## config.mk

```make
export PLATFORM = sky130hd
export DESIGN_NAME = mux_rr_arbiter
export DESIGN_NICKNAME = d
export VERILOG_FILES = /design/src/rtl/mux_rr_arbiter_pkg.sv /design/src/rtl/mux_rr_arbiter_mux_w.sv /design/src/rtl/mux_rr_arbiter.sv
export SDC_FILE = /design/constraint.sdc
export NUM_CORES = 1
export LEC_CHECK = 0
export ABC_AREA = 1
export CAP_MARGIN = 20
export CORE_UTILIZATION = 40
export DETAILED_ROUTE_END_ITERATION = 7
export PLACE_DENSITY = 0.66
export SLEW_MARGIN = 10
export SYNTH_ARGS = -nofsm -noshare
export SYNTH_HDL_FRONTEND = slang
export SYNTH_HIERARCHICAL = 1
export SYNTH_SLANG_ARGS = --single-unit
```

## constraint.sdc

```tcl
create_clock -name clk -period 1.8 [get_ports clk]
set_input_delay 0.36 -clock clk [delete_from_list [all_inputs] [get_ports clk]]
set_output_delay 0.36 -clock clk [all_outputs]
set_load 0.05 [all_outputs]
```

## src/rtl/mux_rr_arbiter_pkg.sv

```systemverilog
`default_nettype none
// ---------------------------------------------------------------------------
// mux_rr_arbiter_pkg : shared constants, FSM encoding and round-robin search
// Revision 1.0
// ---------------------------------------------------------------------------
package mux_rr_arbiter_pkg;

  localparam int NREQ = 4;
  localparam int SELW = 2;

  typedef enum logic {
    ST_IDLE  = 1'b0,
    ST_GRANT = 1'b1
  } state_t;

  typedef struct packed {
    logic            found;
    logic [SELW-1:0] idx;
  } pick_t;

  // Scan ptr, ptr+1, ... (mod NREQ); walking backwards lets the nearest hit win.
  function automatic pick_t rr_pick(input logic [NREQ-1:0] req,
                                    input logic [SELW-1:0] ptr);
    pick_t           res;
    logic [SELW-1:0] cand;
    res = '0;
    for (int i = NREQ - 1; i >= 0; i--) begin
      cand = ptr + SELW'(i);
      if (req[cand]) begin
        res.found = 1'b1;
        res.idx   = cand;
      end
    end
    return res;
  endfunction

endpackage
`default_nettype wire

```

## src/rtl/mux_rr_arbiter_mux_w.sv

```systemverilog
`default_nettype none
// ---------------------------------------------------------------------------
// mux_rr_arbiter_mux_w : DW-wide 4:1 mux datapath
// Revision 1.0
// ---------------------------------------------------------------------------
module mux_rr_arbiter_mux_w
  import mux_rr_arbiter_pkg::*;
#(
  parameter int DW = 1
) (
  input  logic [SELW-1:0] sel_i,
  input  logic [DW-1:0]   d0_i,
  input  logic [DW-1:0]   d1_i,
  input  logic [DW-1:0]   d2_i,
  input  logic [DW-1:0]   d3_i,
  output logic [DW-1:0]   y_o
);

  always_comb begin
    y_o = d0_i;
    case (sel_i)
      2'd0:    y_o = d0_i;
      2'd1:    y_o = d1_i;
      2'd2:    y_o = d2_i;
      default: y_o = d3_i;
    endcase
  end

endmodule
`default_nettype wire

```

## src/rtl/mux_rr_arbiter.sv

```systemverilog
`default_nettype none
// ---------------------------------------------------------------------------
// mux_rr_arbiter : round-robin owner selection with hold limit over a 4:1 mux
// Revision 1.0
// ---------------------------------------------------------------------------
module mux_rr_arbiter
  import mux_rr_arbiter_pkg::*;
#(
  parameter int DW       = 1,
  parameter int MAX_HOLD = 4
) (
  input  logic            clk,
  input  logic            rst,
  input  logic [NREQ-1:0] req_i,
  input  logic [DW-1:0]   d0_i,
  input  logic [DW-1:0]   d1_i,
  input  logic [DW-1:0]   d2_i,
  input  logic [DW-1:0]   d3_i,
  output logic [NREQ-1:0] gnt_o,
  output logic [SELW-1:0] sel_o,
  output logic [DW-1:0]   y_o,
  output logic            valid_o,
  output logic [3:0]      busy_cnt_o
);

  localparam logic [3:0] HOLD_LIMIT = 4'(MAX_HOLD);

  state_t          state_q, state_d;
  logic [SELW-1:0] ptr_q, ptr_d;
  logic [SELW-1:0] sel_q, sel_d;
  logic [NREQ-1:0] gnt_q, gnt_d;
  logic [3:0]      busy_q, busy_d;
  logic            valid_q, valid_d;

  pick_t           w_any;
  pick_t           w_rot;
  logic            w_do_grant;
  logic [SELW-1:0] w_win;

  always_comb begin
    // Forced rotation must never pick the current owner again.
    w_any      = rr_pick(req_i, ptr_q);
    w_rot      = rr_pick(req_i & ~gnt_q, ptr_q);
    w_do_grant = 1'b0;
    w_win      = '0;
    state_d    = state_q;
    ptr_d      = ptr_q;
    sel_d      = sel_q;
    gnt_d      = gnt_q;
    busy_d     = busy_q;

    case (state_q)
      ST_IDLE: begin
        if (w_any.found) begin
          w_do_grant = 1'b1;
          w_win      = w_any.idx;
        end
      end
      default: begin
        if (!req_i[sel_q]) begin
          if (w_any.found) begin
            w_do_grant = 1'b1;
            w_win      = w_any.idx;
          end else begin
            state_d = ST_IDLE;
            gnt_d   = '0;
            busy_d  = '0;
          end
        end else if (busy_q < HOLD_LIMIT) begin
          busy_d = busy_q + 4'd1;
        end else if (w_rot.found) begin
          w_do_grant = 1'b1;
          w_win      = w_rot.idx;
        end
      end
    endcase

    if (w_do_grant) begin
      state_d = ST_GRANT;
      gnt_d   = NREQ'(1) << w_win;
      sel_d   = w_win;
      busy_d  = 4'd1;
      ptr_d   = w_win + 2'd1;
    end
    valid_d = |gnt_d;
  end

  always_ff @(posedge clk) begin
    if (rst) begin
      state_q <= ST_IDLE;
      ptr_q   <= '0;
      sel_q   <= '0;
      gnt_q   <= '0;
      busy_q  <= '0;
      valid_q <= 1'b0;
    end else begin
      state_q <= state_d;
      ptr_q   <= ptr_d;
      sel_q   <= sel_d;
      gnt_q   <= gnt_d;
      busy_q  <= busy_d;
      valid_q <= valid_d;
    end
  end

  mux_rr_arbiter_mux_w #(.DW(DW)) u_mux (
    .sel_i (sel_q),
    .d0_i  (d0_i),
    .d1_i  (d1_i),
    .d2_i  (d2_i),
    .d3_i  (d3_i),
    .y_o   (y_o)
  );

  assign gnt_o      = gnt_q;
  assign sel_o      = sel_q;
  assign valid_o    = valid_q;
  assign busy_cnt_o = busy_q;

endmodule
`default_nettype wire

```

==> results.cfg <==
[route]
first_pass_iters = 4
antenna_left = 0
post-route-drc-count = 0
vias_per_cell = 5.20
drt-total-wl_mm = 4.59
vias = 1601
wire_per_inst_microns = 14.9
dr.first_iter.drc_count = 57

[power]
p_per_area_mw_per_mm2 = 1960
leakage_nw = 1.15
ir_drop_mv = 1.55
power_mw = 4.56

[final_layout]
drive_gt1_frac = 0.661
syn_to_final_growth_pct = 95.2
stdcell_area_sq_mm = 0.00232
nFillCells = 172
final_cell_mix = 59 x buf_4, 31 x nand2_1, 22 x nand2_2
mostFrequentLayoutCell = buf_4
final_util = 0.835
diodes = 0
layoutNonFillerInstCount = 308
layout.nets = 291

[timing]
slew_headroom = 0.807
finalCriticalPeriod_ps = 2080
fmax_ghz = 0.482
clock_skew_ps = 11.5
period_share = 1.15
worst_slew_pin_slew_ps = 289
fin_ws_ps = -277
hold_violations = 0
slew_viol_final = 0
rsz0062_at_grt = yes
setup_tns_ps = -1490
setup_violations = 12
fin_hold_ws_ps = 455

[cts]
clock_sinks = 14
root_buffer = clkbuf_4
cts_tree = done
cts_hold_buffers = 0
clk_pin_slew_ps = 90
cts_made_buffers = 3
cts_max_level = 1
clk_latency_ps = 300
clockBufferDepth = 2

[floorplanning]
chipWidth_microns = 56.5
die_area_sq_mm = 0.00320
floorplan.initialDensity = 0.428
coreArea_sq_mm = 0.00278
row_count = 19
chipHeight_microns = 56.5
io_pins = 22

[synth]
yosys.cell_types.count = 20
synth_area_sq_mm = 0.00119
postSynthCellCount = 199
yosysWarnings = 6
synth_top_area_share = 0.236
synth_top_area_cell = dfxtp_1
ys_seq_elements = 14
syn_nets = 212
yosysSeqAreaShare = 0.236
syn_area_per_cell_sq_um = 5.98
synthTopCellsByArea = dfxtp_1 24%, nand2_1 19%, nand3_1 11%

[setup_path]
cp-start-kind = flop
critPathMaxFanout = 6
cp.arrival_ps = 2250
crit_required_ps = 1980
end_kind = flop
criticalPathCategory = reg -> reg

[grt]
grt_overflow = 0
grt_max_degree = 10
grt_pass1_wl_mm = 6.12
track_usage = 0.244
antenna_found_initial = 0
grt_pass1_vias = 1469

[worst_hold_path]
hold_class = reg -> reg

[placed_design]
dpl_cell_area_sq_mm = 0.00176
place_hpwl_mm = 2.84
dp_cells = 289
routabilityCongestion = 0.901
dp_slack_ps = -736
io_buffers = 21

[status]
status = finished with violations
violations = negative setup slack

[flow_run]
cap_viol_max_count = 0
[routing by layer]
layer  vias to the layer above  track usage  share of wire
li1                        784            -              -
met1                       762        0.278           0.42
met2                        49        0.462           0.52
met3                         6       0.0484          0.049
met4                         0       0.0488         0.0078
met5                         -            0              0
[worst paths after layout]
path | endpoint | startpoint | slack, ps | cells after the start
hold / removal | busy_cnt_o[3] | busy_cnt_o[3] | 450 | 2
setup reg to reg | valid_o | ptr_q[0] | -280 | 14
hold reg to reg | busy_cnt_o[3] | busy_cnt_o[3] | 450 | 2
setup / recovery | valid_o | ptr_q[0] | -280 | 14
[power by group]
| part | total (mW) | internal, mW | switching (mW) |
|---|---|---|---|
| Combinational | 3.75 | 1.58 | 2.17 |
| Sequential | 0.574 | 0.454 | 0.121 |
| Clock | 0.237 | 0.124 | 0.114 |
| Total | 4.56 | 2.16 | 2.41 |
[cell usage after synthesis (all sizes together)]
cell type  count
nand2         73
inv           37
nand3         32
nor2          17
dfxtp         14
a21oi          9
o21ai          8
ha             3
buf            2
nand4          2
clkinv         1
o211ai         1
[logic make-up (layout without fill, tap and decap cells)]
group                      count (synthesis)  after routing  synth area share
AOI/OAI and AO/OA                         18             18            0.0810
and+or+nand+nor                          124            125             0.513
DFF                                       14             14             0.236
adders and majority gates                  3              3            0.0315
buffers and inverters                     40            117             0.139
[sequential cells by signal, indices dropped and copies added, names as in the netlist]
| name | count |
|---|---|
| valid_o | 1 |
| ptr_q | 2 |
| busy_cnt_o | 4 |
| state_q | 1 |
| sel_o | 2 |
| gnt_o | 4 |
[cell type report]
| class | count | area [sq um] | share of cell area |
|---|---|---|---|
| clock buffers | 4 | 36.3 | 0.0156 |
| inverters | 38 | 150 | 0.0647 |
| multi-input cells | 146 | 1160 | 0.502 |
| flip-flops and latches | 14 | 310 | 0.134 |
| well taps | 31 | 38.8 | 0.0167 |
| repair buffers | 74 | 616 | 0.265 |
| repair inverters | 1 | 6.26 | 0.00269 |
[worst max-delay path, cell delays in order, from the launching register on]
cell and delay (ps):
dfxtp_4 450, inv_8 60, nand2_4 70, nand2_4 100, buf_4 160, nand2_4 70
nand3_2 80, nand2_1 80, nand4_1 180, buf_4 190, buf_4 130, nand3_2 80
nor2_1 60, nor2_1 150, nand3_1 90
[what timing repair did]
| item | CTS | global route |
|---|---|---|
| endpoints found under the hold margin | 0 | 0 |
| gates cloned | 1 | 1 |
| resized for setup | 44 | 69 |
| pin swaps | 9 | 27 |
| buffers inserted | 9 | 4 |
| setup endpoints to repair | 13 | 12 |
Power figures use the tool's default switching activity.
